### config.mk
export PLATFORM = sky130hd
export DESIGN_NAME = regfile_access_ctrl_flat
export DESIGN_NICKNAME = d
export VERILOG_FILES = /design/src/rtl/regfile_access_ctrl_if.sv /design/src/rtl/regfile_access_ctrl.sv /design/src/flat_wrapper.sv
export SDC_FILE = /design/constraint.sdc
export NUM_CORES = 1
export LEC_CHECK = 0
export BUFFER_PORTS_ARGS = -buffer_cell sky130_fd_sc_hd__buf_2
export CAP_MARGIN = 25
export CORE_AREA = 2 2 162 164
export DETAILED_ROUTE_END_ITERATION = 12
export DIE_AREA = 0 0 164 166
export GPL_ROUTABILITY_DRIVEN = 0
export HOLD_SLACK_MARGIN = 0.03
export PLACE_DENSITY_LB_ADDON = 0.25
export SKIP_CTS_REPAIR_TIMING = 1
export SLEW_MARGIN = 15
export SYNTH_ARGS = -nofsm -noshare
export SYNTH_HDL_FRONTEND = slang
export SYNTH_SLANG_ARGS = --single-unit
### constraint.sdc
create_clock -name clk -period 2.5 [get_ports clk]
set_clock_uncertainty 0.1 [all_clocks]
set_input_delay 0.125 -clock clk [delete_from_list [all_inputs] [get_ports clk]]
set_output_delay 0.125 -clock clk [all_outputs]
set_load 0.005 [all_outputs]
### src/rtl/regfile_access_ctrl_if.sv
// ---------------------------------------------------------------------------
// regfile_access_ctrl_if
//
// Bundles every channel of regfile_access_ctrl apart from clock and reset:
//   request    : req_valid / req_ready / req_srcA / req_srcB
//   response   : out_valid / out_ready / out_A / out_B
//   writeback  : wb_valid / wb_addr / wb_data (no backpressure)
//   status     : init_done
//   regfile    : rdAddrA/B -> rdDataA/B (combinational read),
//                wrAddr / wrData / write (written at the rising edge)
//
// Modports:
//   slave  - the access controller itself
//   master - the environment around it: requester, consumer, writeback
//            source and the register-file storage
// ---------------------------------------------------------------------------
interface regfile_access_ctrl_if;
    logic        req_valid;
    logic        req_ready;
    logic [4:0]  req_srcA;
    logic [4:0]  req_srcB;

    logic        out_valid;
    logic        out_ready;
    logic [63:0] out_A;
    logic [63:0] out_B;

    logic        wb_valid;
    logic [4:0]  wb_addr;
    logic [63:0] wb_data;

    logic        init_done;

    logic [4:0]  rdAddrA;
    logic [4:0]  rdAddrB;
    logic [63:0] rdDataA;
    logic [63:0] rdDataB;
    logic [4:0]  wrAddr;
    logic [63:0] wrData;
    logic        write;

    modport slave (
        input  req_valid, req_srcA, req_srcB,
        output req_ready,
        output out_valid, out_A, out_B,
        input  out_ready,
        input  wb_valid, wb_addr, wb_data,
        output init_done,
        output rdAddrA, rdAddrB,
        input  rdDataA, rdDataB,
        output wrAddr, wrData, write
    );

    modport master (
        output req_valid, req_srcA, req_srcB,
        input  req_ready,
        input  out_valid, out_A, out_B,
        output out_ready,
        output wb_valid, wb_addr, wb_data,
        input  init_done,
        input  rdAddrA, rdAddrB,
        output rdDataA, rdDataB,
        input  wrAddr, wrData, write
    );
endinterface

### src/rtl/regfile_access_ctrl.sv
// ---------------------------------------------------------------------------
// regfile_access_ctrl
//
// Operand-read front end for a 32 x 64-bit register file.
//
// After reset the block walks the whole register file writing zeros
// (INIT, 32 cycles, one address per cycle), then enters RUN where it:
//   - passes writebacks through to the register-file write port, except to
//     register 31, which is hard-wired to zero and never written;
//   - accepts operand-read requests, capturing both operands in one cycle
//     with writeback forwarding so a same-cycle writeback is never missed;
//   - holds the captured pair until consumed and keeps it coherent with
//     later writebacks to the same source registers.
//
// Ports:
//   clk    - rising-edge clock for all state
//   reset  - asynchronous, active-low; restarts the INIT clear sequence
//   bus    - regfile_access_ctrl_if.slave (request, response, writeback,
//            status and register-file ports)
// ---------------------------------------------------------------------------
module regfile_access_ctrl (
    input  logic                        clk,
    input  logic                        reset,
    regfile_access_ctrl_if.slave        bus
);

    localparam logic [4:0] ZERO_REG  = 5'd31;
    localparam logic [4:0] LAST_ADDR = 5'd31;

    typedef enum logic {
        INIT = 1'b0,
        RUN  = 1'b1
    } state_t;

    state_t      state;
    logic [4:0]  counter;
    logic        init_done_q;

    // Held operand pair plus the register indices it was read from, so a
    // later writeback can be matched against it while it waits.
    logic        out_valid_q;
    logic [63:0] out_a_q;
    logic [63:0] out_b_q;
    logic [4:0]  src_a_q;
    logic [4:0]  src_b_q;

    logic        wb_active;
    logic        req_ready_c;
    logic        accept;
    logic        consume;
    logic [63:0] cap_a;
    logic [63:0] cap_b;

    // -----------------------------------------------------------------------
    // Handshake and writeback qualification
    // -----------------------------------------------------------------------
    // A writeback is only real in RUN and never to the zero register.
    assign wb_active   = (state == RUN) && bus.wb_valid && (bus.wb_addr != ZERO_REG);

    // The output stage is a single register: a new pair may enter when it is
    // empty or is being drained at the same edge.
    assign req_ready_c = (state == RUN) && (!out_valid_q || bus.out_ready);
    assign accept      = bus.req_valid && req_ready_c;
    assign consume     = out_valid_q && bus.out_ready;

    // -----------------------------------------------------------------------
    // Operand selection: zero register, then same-cycle writeback forwarding,
    // then the register-file read data.
    // -----------------------------------------------------------------------
    function automatic logic [63:0] select_operand(
        input logic [4:0]  src,
        input logic [63:0] rd_data,
        input logic        wb_on,
        input logic [4:0]  wb_addr,
        input logic [63:0] wb_data
    );
        if (src == ZERO_REG)
            return 64'd0;
        else if (wb_on && (wb_addr == src))
            return wb_data;
        else
            return rd_data;
    endfunction

    assign cap_a = select_operand(bus.req_srcA, bus.rdDataA, wb_active, bus.wb_addr, bus.wb_data);
    assign cap_b = select_operand(bus.req_srcB, bus.rdDataB, wb_active, bus.wb_addr, bus.wb_data);

    // -----------------------------------------------------------------------
    // Register-file ports
    // -----------------------------------------------------------------------
    assign bus.rdAddrA = bus.req_srcA;
    assign bus.rdAddrB = bus.req_srcB;

    // The write port follows the state register, so while reset is held
    // (state forced to INIT, counter forced to 0) register 0 is being cleared.
    always_comb begin
        // NOTE: every output gets a default first so no path leaves a
        // combinational signal unassigned, which would infer a latch.
        bus.write  = 1'b1;
        bus.wrAddr = counter;
        bus.wrData = 64'd0;
        if (state == RUN) begin
            bus.write  = wb_active;
            bus.wrAddr = bus.wb_addr;
            bus.wrData = bus.wb_data;
        end
    end

    // -----------------------------------------------------------------------
    // Control FSM and output stage
    // -----------------------------------------------------------------------
    // NOTE: sequential state uses non-blocking assignments so every register
    // samples pre-edge values regardless of statement order.
    // NOTE: the storage array lives outside this block; only control state
    // and the held pair are reset here, and the array is cleared by INIT.
    always_ff @(posedge clk or negedge reset) begin
        if (!reset) begin
            state       <= INIT;
            counter     <= 5'd0;
            init_done_q <= 1'b0;
            out_valid_q <= 1'b0;
            out_a_q     <= 64'd0;
            out_b_q     <= 64'd0;
            src_a_q     <= 5'd0;
            src_b_q     <= 5'd0;
        end else begin
            case (state)
                INIT: begin
                    counter <= counter + 5'd1;
                    if (counter == LAST_ADDR) begin
                        state       <= RUN;
                        init_done_q <= 1'b1;
                    end
                end

                RUN: begin
                    if (accept) begin
                        // New pair replaces (or fills) the output stage;
                        // covers the back-to-back case with no bubble.
                        out_valid_q <= 1'b1;
                        out_a_q     <= cap_a;
                        out_b_q     <= cap_b;
                        src_a_q     <= bus.req_srcA;
                        src_b_q     <= bus.req_srcB;
                    end else if (consume) begin
                        out_valid_q <= 1'b0;
                    end else if (out_valid_q && wb_active) begin
                        // Pair is waiting: keep it coherent with the register
                        // file. Both operands are checked independently so a
                        // pair naming one register twice stays identical.
                        if (bus.wb_addr == src_a_q)
                            out_a_q <= bus.wb_data;
                        if (bus.wb_addr == src_b_q)
                            out_b_q <= bus.wb_data;
                    end
                end

                default: begin
                    state <= INIT;
                end
            endcase
        end
    end

    assign bus.req_ready = req_ready_c;
    assign bus.out_valid = out_valid_q;
    assign bus.out_A     = out_a_q;
    assign bus.out_B     = out_b_q;
    assign bus.init_done = init_done_q;

endmodule

### src/flat_wrapper.sv
// flat-port wrapper written by rule: the top's interface ports become plain ports
module regfile_access_ctrl_flat 
  (clk, reset, bus_req_valid, bus_req_srcA, bus_req_srcB, bus_req_ready, bus_out_valid, bus_out_A, bus_out_B, bus_out_ready, bus_wb_valid, bus_wb_addr, bus_wb_data, bus_init_done, bus_rdAddrA, bus_rdAddrB, bus_rdDataA, bus_rdDataB, bus_wrAddr, bus_wrData, bus_write);
  regfile_access_ctrl_if bus_i ();
  input  logic clk;
  input  logic reset;
  input wire logic [$bits(bus_i.req_valid)-1:0] bus_req_valid;
  input wire logic [$bits(bus_i.req_srcA)-1:0] bus_req_srcA;
  input wire logic [$bits(bus_i.req_srcB)-1:0] bus_req_srcB;
  output wire logic [$bits(bus_i.req_ready)-1:0] bus_req_ready;
  output wire logic [$bits(bus_i.out_valid)-1:0] bus_out_valid;
  output wire logic [$bits(bus_i.out_A)-1:0] bus_out_A;
  output wire logic [$bits(bus_i.out_B)-1:0] bus_out_B;
  input wire logic [$bits(bus_i.out_ready)-1:0] bus_out_ready;
  input wire logic [$bits(bus_i.wb_valid)-1:0] bus_wb_valid;
  input wire logic [$bits(bus_i.wb_addr)-1:0] bus_wb_addr;
  input wire logic [$bits(bus_i.wb_data)-1:0] bus_wb_data;
  output wire logic [$bits(bus_i.init_done)-1:0] bus_init_done;
  output wire logic [$bits(bus_i.rdAddrA)-1:0] bus_rdAddrA;
  output wire logic [$bits(bus_i.rdAddrB)-1:0] bus_rdAddrB;
  input wire logic [$bits(bus_i.rdDataA)-1:0] bus_rdDataA;
  input wire logic [$bits(bus_i.rdDataB)-1:0] bus_rdDataB;
  output wire logic [$bits(bus_i.wrAddr)-1:0] bus_wrAddr;
  output wire logic [$bits(bus_i.wrData)-1:0] bus_wrData;
  output wire logic [$bits(bus_i.write)-1:0] bus_write;
  assign bus_i.req_valid = bus_req_valid;
  assign bus_i.req_srcA = bus_req_srcA;
  assign bus_i.req_srcB = bus_req_srcB;
  assign bus_req_ready = bus_i.req_ready;
  assign bus_out_valid = bus_i.out_valid;
  assign bus_out_A = bus_i.out_A;
  assign bus_out_B = bus_i.out_B;
  assign bus_i.out_ready = bus_out_ready;
  assign bus_i.wb_valid = bus_wb_valid;
  assign bus_i.wb_addr = bus_wb_addr;
  assign bus_i.wb_data = bus_wb_data;
  assign bus_init_done = bus_i.init_done;
  assign bus_rdAddrA = bus_i.rdAddrA;
  assign bus_rdAddrB = bus_i.rdAddrB;
  assign bus_i.rdDataA = bus_rdDataA;
  assign bus_i.rdDataB = bus_rdDataB;
  assign bus_wrAddr = bus_i.wrAddr;
  assign bus_wrData = bus_i.wrData;
  assign bus_write = bus_i.write;
  regfile_access_ctrl u_core (.clk(clk), .reset(reset), .bus(bus_i));
endmodule
; Word level (Yosys, flattened, before mapping)
; Cells that the tools add are included.
[word_totals]
reg_bits = 146
input_bits = 212
output_inout_bits = 211
word_cells = 57
[classes]
add_sub_neg = 1
n_eq_ne = 9
mux = 19
n_bitwise = 1
n_reduce_logical = 19
[op_table]
columns = cell, n
row1 = $mux 64, 13
row2 = $eq 5x5->1, 4
row3 = $eq 5x5->1 const B, 3
row4 = $logic_and 1x1->1, 8
row5 = $reduce_and 4->1, 2
row6 = $reduce_bool 2->1, 4
row7 = $reduce_and 2->1, 3
row8 = $add 5x1->5 const B, 1
row9 = $mux 1, 5
row10 = $mux 5, 1
row11 = $ne 5x5->1 const B, 1
row12 = $ne 2x1->1 const B, 1
row13 = $logic_not 1->1, 1
row14 = $logic_or 1x1->1, 1
row15 = $not 1->1, 1

; Longest topological paths before layout
[logic_depth]
word_depth = 6
depth_mapped = 9
ltp_nobuf = 5

; Least setup slack after synthesis
; OpenSTA, ideal clock, no wires.
[synth_path]
path_kind = register to register
startpoint = register u_core.out_valid_q (netlist: u_core.bus.out_valid)
endpoint = register u_core.out_a_q[0] (netlist: u_core.bus.out_A[0])
setup_ps = 126
arrival_time_ps = 1565
required_ps = 2274
setup_slack_ps = 709
stages_incl_launch_ff = 9
n_path_buf = 3
synth_period_minus_slack_ps = 1791
path_cell_list = dfrtp_1 -> nand2b_1 -> and3_1 -> buf_2 -> o21ai_1 -> nor2b_1 -> buf_4 -> buf_6 -> a221o_1
[synth_via]
elab_chain_cells = 6
word_cells_on_any_way = 11
classes_between = eq/ne: 1 / mux: 1 / reduce/logical: 9
[synth_rtl]
columns = item, line
row1 = start: declaration, regfile_access_ctrl.sv:41  ; logic out_valid_q;
row2 = start signal: assignment, regfile_access_ctrl.sv:121  ; out_valid_q <= 1'b0;
row3 = start signal: assignment, regfile_access_ctrl.sv:140  ; out_valid_q <= 1'b1;
row4 = start signal: assignment, regfile_access_ctrl.sv:146  ; out_valid_q <= 1'b0;
row5 = $logic_not 1->1, regfile_access_ctrl.sv:62  ; assign req_ready_c = (state == RUN) && (!out_valid_q || bus.out_ready);
row6 = $logic_or 1x1->1, regfile_access_ctrl.sv:62
row7 = $logic_and 1x1->1, regfile_access_ctrl.sv:62
row8 = $logic_and 1x1->1, regfile_access_ctrl.sv:63  ; assign accept = bus.req_valid && req_ready_c;
row9 = $ne 2x1->1 (no line) / $reduce_bool 2->1 (equally long branches), n/a
row10 = $reduce_and 4->1 (no line), n/a
row11 = end signal: assignment, regfile_access_ctrl.sv:141  ; out_a_q <= cap_a;
row12 = end signal: assignment, regfile_access_ctrl.sv:152  ; out_a_q <= bus.wb_data;
row13 = end: declaration, regfile_access_ctrl.sv:42  ; logic [63:0] out_a_q;
; Several ways; a longest one is shown, not always the timed one.
; A chain may end at the register's enable or synchronous reset.

; Final worst setup path
[layout_path]
startpoint = register u_core.src_b_q[1]
endpoint = register u_core.out_b_q[58] (netlist: u_core.bus.out_B[58])
[layout_via]
elab_chain_cells = 3
[layout_rtl]
columns = item, line
row1 = start: declaration, regfile_access_ctrl.sv:45  ; logic [4:0] src_b_q;
row2 = start signal: assignment, regfile_access_ctrl.sv:144  ; src_b_q <= bus.req_srcB;
row3 = $eq 5x5->1, regfile_access_ctrl.sv:153  ; if (bus.wb_addr == src_b_q)
row4 = $reduce_bool 2->1 (no line), n/a
row5 = $reduce_and 4->1 (no line), n/a
row6 = end signal: assignment, regfile_access_ctrl.sv:142  ; out_b_q <= cap_b;
row7 = end signal: assignment, regfile_access_ctrl.sv:154  ; out_b_q <= bus.wb_data;
row8 = end: declaration, regfile_access_ctrl.sv:43  ; logic [63:0] out_b_q;
; Every way passes these cells.

==> key figures <==
Layout
  – Layout Nets: between 1.5k and 2k
  – Layout Utilization: about half
  – Area Growth Syn to Fin: 64.0%
  – Share of layout cells above drive strength 1: approximately a third
  – Number of diodes: 0

Pwr
  – Total power divided by cell area: about 580 nW/um^2
  – Net Sw Power: ~0.0021 W
  – Comb pwr share: about 25%
  – Internal Pwr Total: roughly 0.0056 W
  – Leakage: 6.83 nW
  – Clock Power Share: 38.1%
  – Switching share of total power: between 20% and 30%
  – Peak supply drop: 0.356 mV
  – Seq pwr share: 37.4%

Logic synthesis
  – Instance count of the mapped netlist: 807
  – Synthesized net count: 1021
  – Leading register cell type out of synthesis: dfrtp_1
  – Register area share after synthesis: between 40% and 50%
  – Fraction of registers with async set or reset after synthesis: 100%
  – Cell area after synthesis: ~8100 um^2
  – Number of register bits inferred by synthesis: ~150
  – Ys Warns: 0
  – Syn_area_per_cell: between 9 and 10 um^2
  – Count of flip-flops with a built-in enable after synthesis: 0
  – Cell variety after synth: 32

Floorplan
  – Number of rows in the core area: 59
  – I/O pins: 423
  – Chip Width: approximately 160 um
  – Chip height: 166 um
  – Die Area: ~27000 um^2
  – Initial core utilization: 31.5%
  – Core area: between 20000 and 30000 um^2

Timing
  – Total Neg Setup Slack: 0 ps
  – Final setup violation count: 0
  – Maximum clock frequency: approximately 420 MHz
  – Relative max-transition margin: around 55%
  – Worst path setup slack after routing: between 100 and 150 ps
  – Post-route clock period utilization: 95.4%
  – Final Hold Violating Endpoints: 0
  – Final Slew Violations: 0
  – Transition time at the pin with the least slew margin: roughly 670 ps
  – Setup repair after global routing missed its margin: false
  – Post-layout min period: 2390 ps

Clock tree
  – CTS max path bufs: 2
  – Sink count of the clock tree: roughly 150
  – Clock latency at the later pin of the worst-skew pair: between 400 and 500 ps
  – Root buffer cell: clkbuf_16
  – Clock input transition at the sequential cells of the worst setup and hold paths: around 70 ps
  – Clock H-tree levels: 4
  – TritonCTS clock tree: yes
  – Number of buffers created by CTS: 17

Global route
  – Maximum number of pins on one net before global-route repair: between 60 and 70
  – Initial antenna violation count: 0
  – Global-route wire length before repair: 44.5 mm
  – GRT Util Overall: 21.0%
  – Aggregate global routing overflow: 0
  – Via count of the first global-routing pass: 7612

Route
  – Detailed-router iteration count before antenna repair: 5
  – Routed wire length per instance: between 15 and 20 um
  – Antenna-violating nets left: 0
  – Final routed wirelength across all metal layers: between 30 and 40 mm
  – Via density: slightly above 5
  – Iter 0 DRT Violations: roughly 750
  – Remaining design rule violation count: 0
  – Via count: between 8k and 9k

Setup path
  – Classification of the worst setup path: flop to flop
  – Type of element launching the critical path: flop
  – Reg2reg end: u_core.bus.out_B[58]
  – Launch point of the worst reg-to-reg path: u_core.src_b_q[1]
  – Capturing element type of the critical path: flop
  – Cell count of the worst reg-to-reg path: 6
  – Crit path DAT: approximately 2600 ps
  – R2R setup slack: about 110 ps
  – Worst Path Required: about 2700 ps
  – Worst Setup SP: u_core.src_b_q[1]
  – Critical path fanouts, max: 16

Place
  – Setup slack at placement: between 400 and 500 ps
  – HPWL after detailed placement: ~21 mm
  – Buffers on Ports: approximately 420

Status
  – Result of the run: finished, final reports clean

Worst hold path
  – Class of the most critical hold timing path: primary input to async pin

Job
  – Max capacitance violation total: 0
-- state kept, by name, summed over array words and instances (netlist names) --
register,count
u_core.bus.out_A,64
u_core.bus.init_done,1
u_core.bus.out_valid,1
u_core.src_a_q,5
u_core.bus.out_B,64
u_core.src_b_q,5
u_core.counter,5
u_core.state,1
-- worst max-delay path: stages (launching register included) --
cell and delay [ps]:
dfrtp_1 390, xor2_1 150, nor3_1 250, and3_4 420, buf_4 250, o221ai_1 120, dlygate4sd3_1 590
-- cell usage in the layout, fill, tap and decap left out, types with 4 or more instances in the layout --
| cell | n |
|---|---|
| a221o_1 | 64 |
| and2_1 | 65 |
| buf_12 | 7 |
| buf_2 | 421 |
| buf_4 | 17 |
| bufinv_16 | 6 |
| clkbuf_16 | 17 |
| dfrtp_1 | 145 |
| dlygate4sd3_1 | 222 |
| mux2_2 | 7 |
| mux2i_1 | 98 |
| nand2_1 | 162 |
| nor2_1 | 65 |
| nor3_1 | 4 |
| o221ai_1 | 30 |
| o22ai_1 | 34 |
| xnor2_1 | 9 |
| xor2_1 | 14 |
-- layer usage --
metal  part of all wire (%)  global-route usage [%]  wire (um)
met1                     41                    27.3      13400
met2                     50                    35.3      16400
met3                    6.3                    3.72       2070
met4                    2.6                    6.79        841
met5                      0                       0          0
-- area by class of cell --
cell class	instances	area, um^2
Fill cell	2357	12400
Clock inverter	12	229
Clock buffer	18	429
Multi-Input combinational cell	575	3880
Tap cell	335	419
Sequential cell	146	3650
Timing Repair Buffer	668	4610
Inverter	1	3.75
-- power groups by stage --
stage / Clock (W) / Combinational (W) / Sequential [W]
finish: 0.00295 / 0.00189 / 0.00289
global route: 0.00311 / 0.00207 / 0.00292
CTS: 0.00300 / 0.00158 / 0.00288
floorplan: 0 / 0.000706 / 0.00293
detailed placement: 0 / 0.00158 / 0.00292
global placement: 0 / 0.00155 / 0.00292
-- logic make-up (layout without fill, tap and decap cells) --
group	Yosys count	in the layout	synth area share [%]
AND/OR/NAND/NOR	310	310	17.0
flip-flops	146	146	45.3
buffers and inverters	86	699	7.19
adder cells (fa/ha/maj)	2	2	0.310
AO/OA/AOI/OAI	135	135	14.5
XOR/XNOR	23	23	2.50
multiplexers	105	105	13.1
-- Yosys cell counts (14+ instances only) --
| master | n | area [um^2] |
|---|---|---|
| nor2_1 | 65 | 244 |
| buf_6 | 19 | 214 |
| and2_1 | 65 | 407 |
| nand2_1 | 162 | 608 |
| o22ai_1 | 34 | 213 |
| mux2i_1 | 98 | 981 |
| buf_4 | 27 | 203 |
| xor2_1 | 14 | 123 |
| dfrtp_1 | 146 | 3650 |
| o221ai_1 | 30 | 263 |
| clkbuf_1 | 27 | 101 |
| a221o_1 | 64 | 641 |
-- worst max path at each step --
stage,to,slack [ps],depth (start not counted)
6_report,u_core.bus.out_B[58],110,6
5_1_grt,u_core.bus.out_B[50],2,9
4_1_cts,u_core.bus.out_A[43],390,6
3_5_place_dp,u_core.bus.out_A[43],410,6
3_3_place_gp,u_core.bus.out_A[37],450,6
2_1_floorplan,u_core.bus.out_A[0],710,8
-- stage by stage --
step	instances	power, W	area (um^2)	hold WS (ps)
global route	1755	0.00811	13200	228
global placement	1503	0.00447	10300	82.1
finish	1755	0.00773	13200	187
CTS	1533	0.00746	11000	-378
floorplan	807	0.00364	8060	-271
detailed placement	1503	0.00450	10300	81.4
Note: power is estimated with default switching activity, not from simulation.
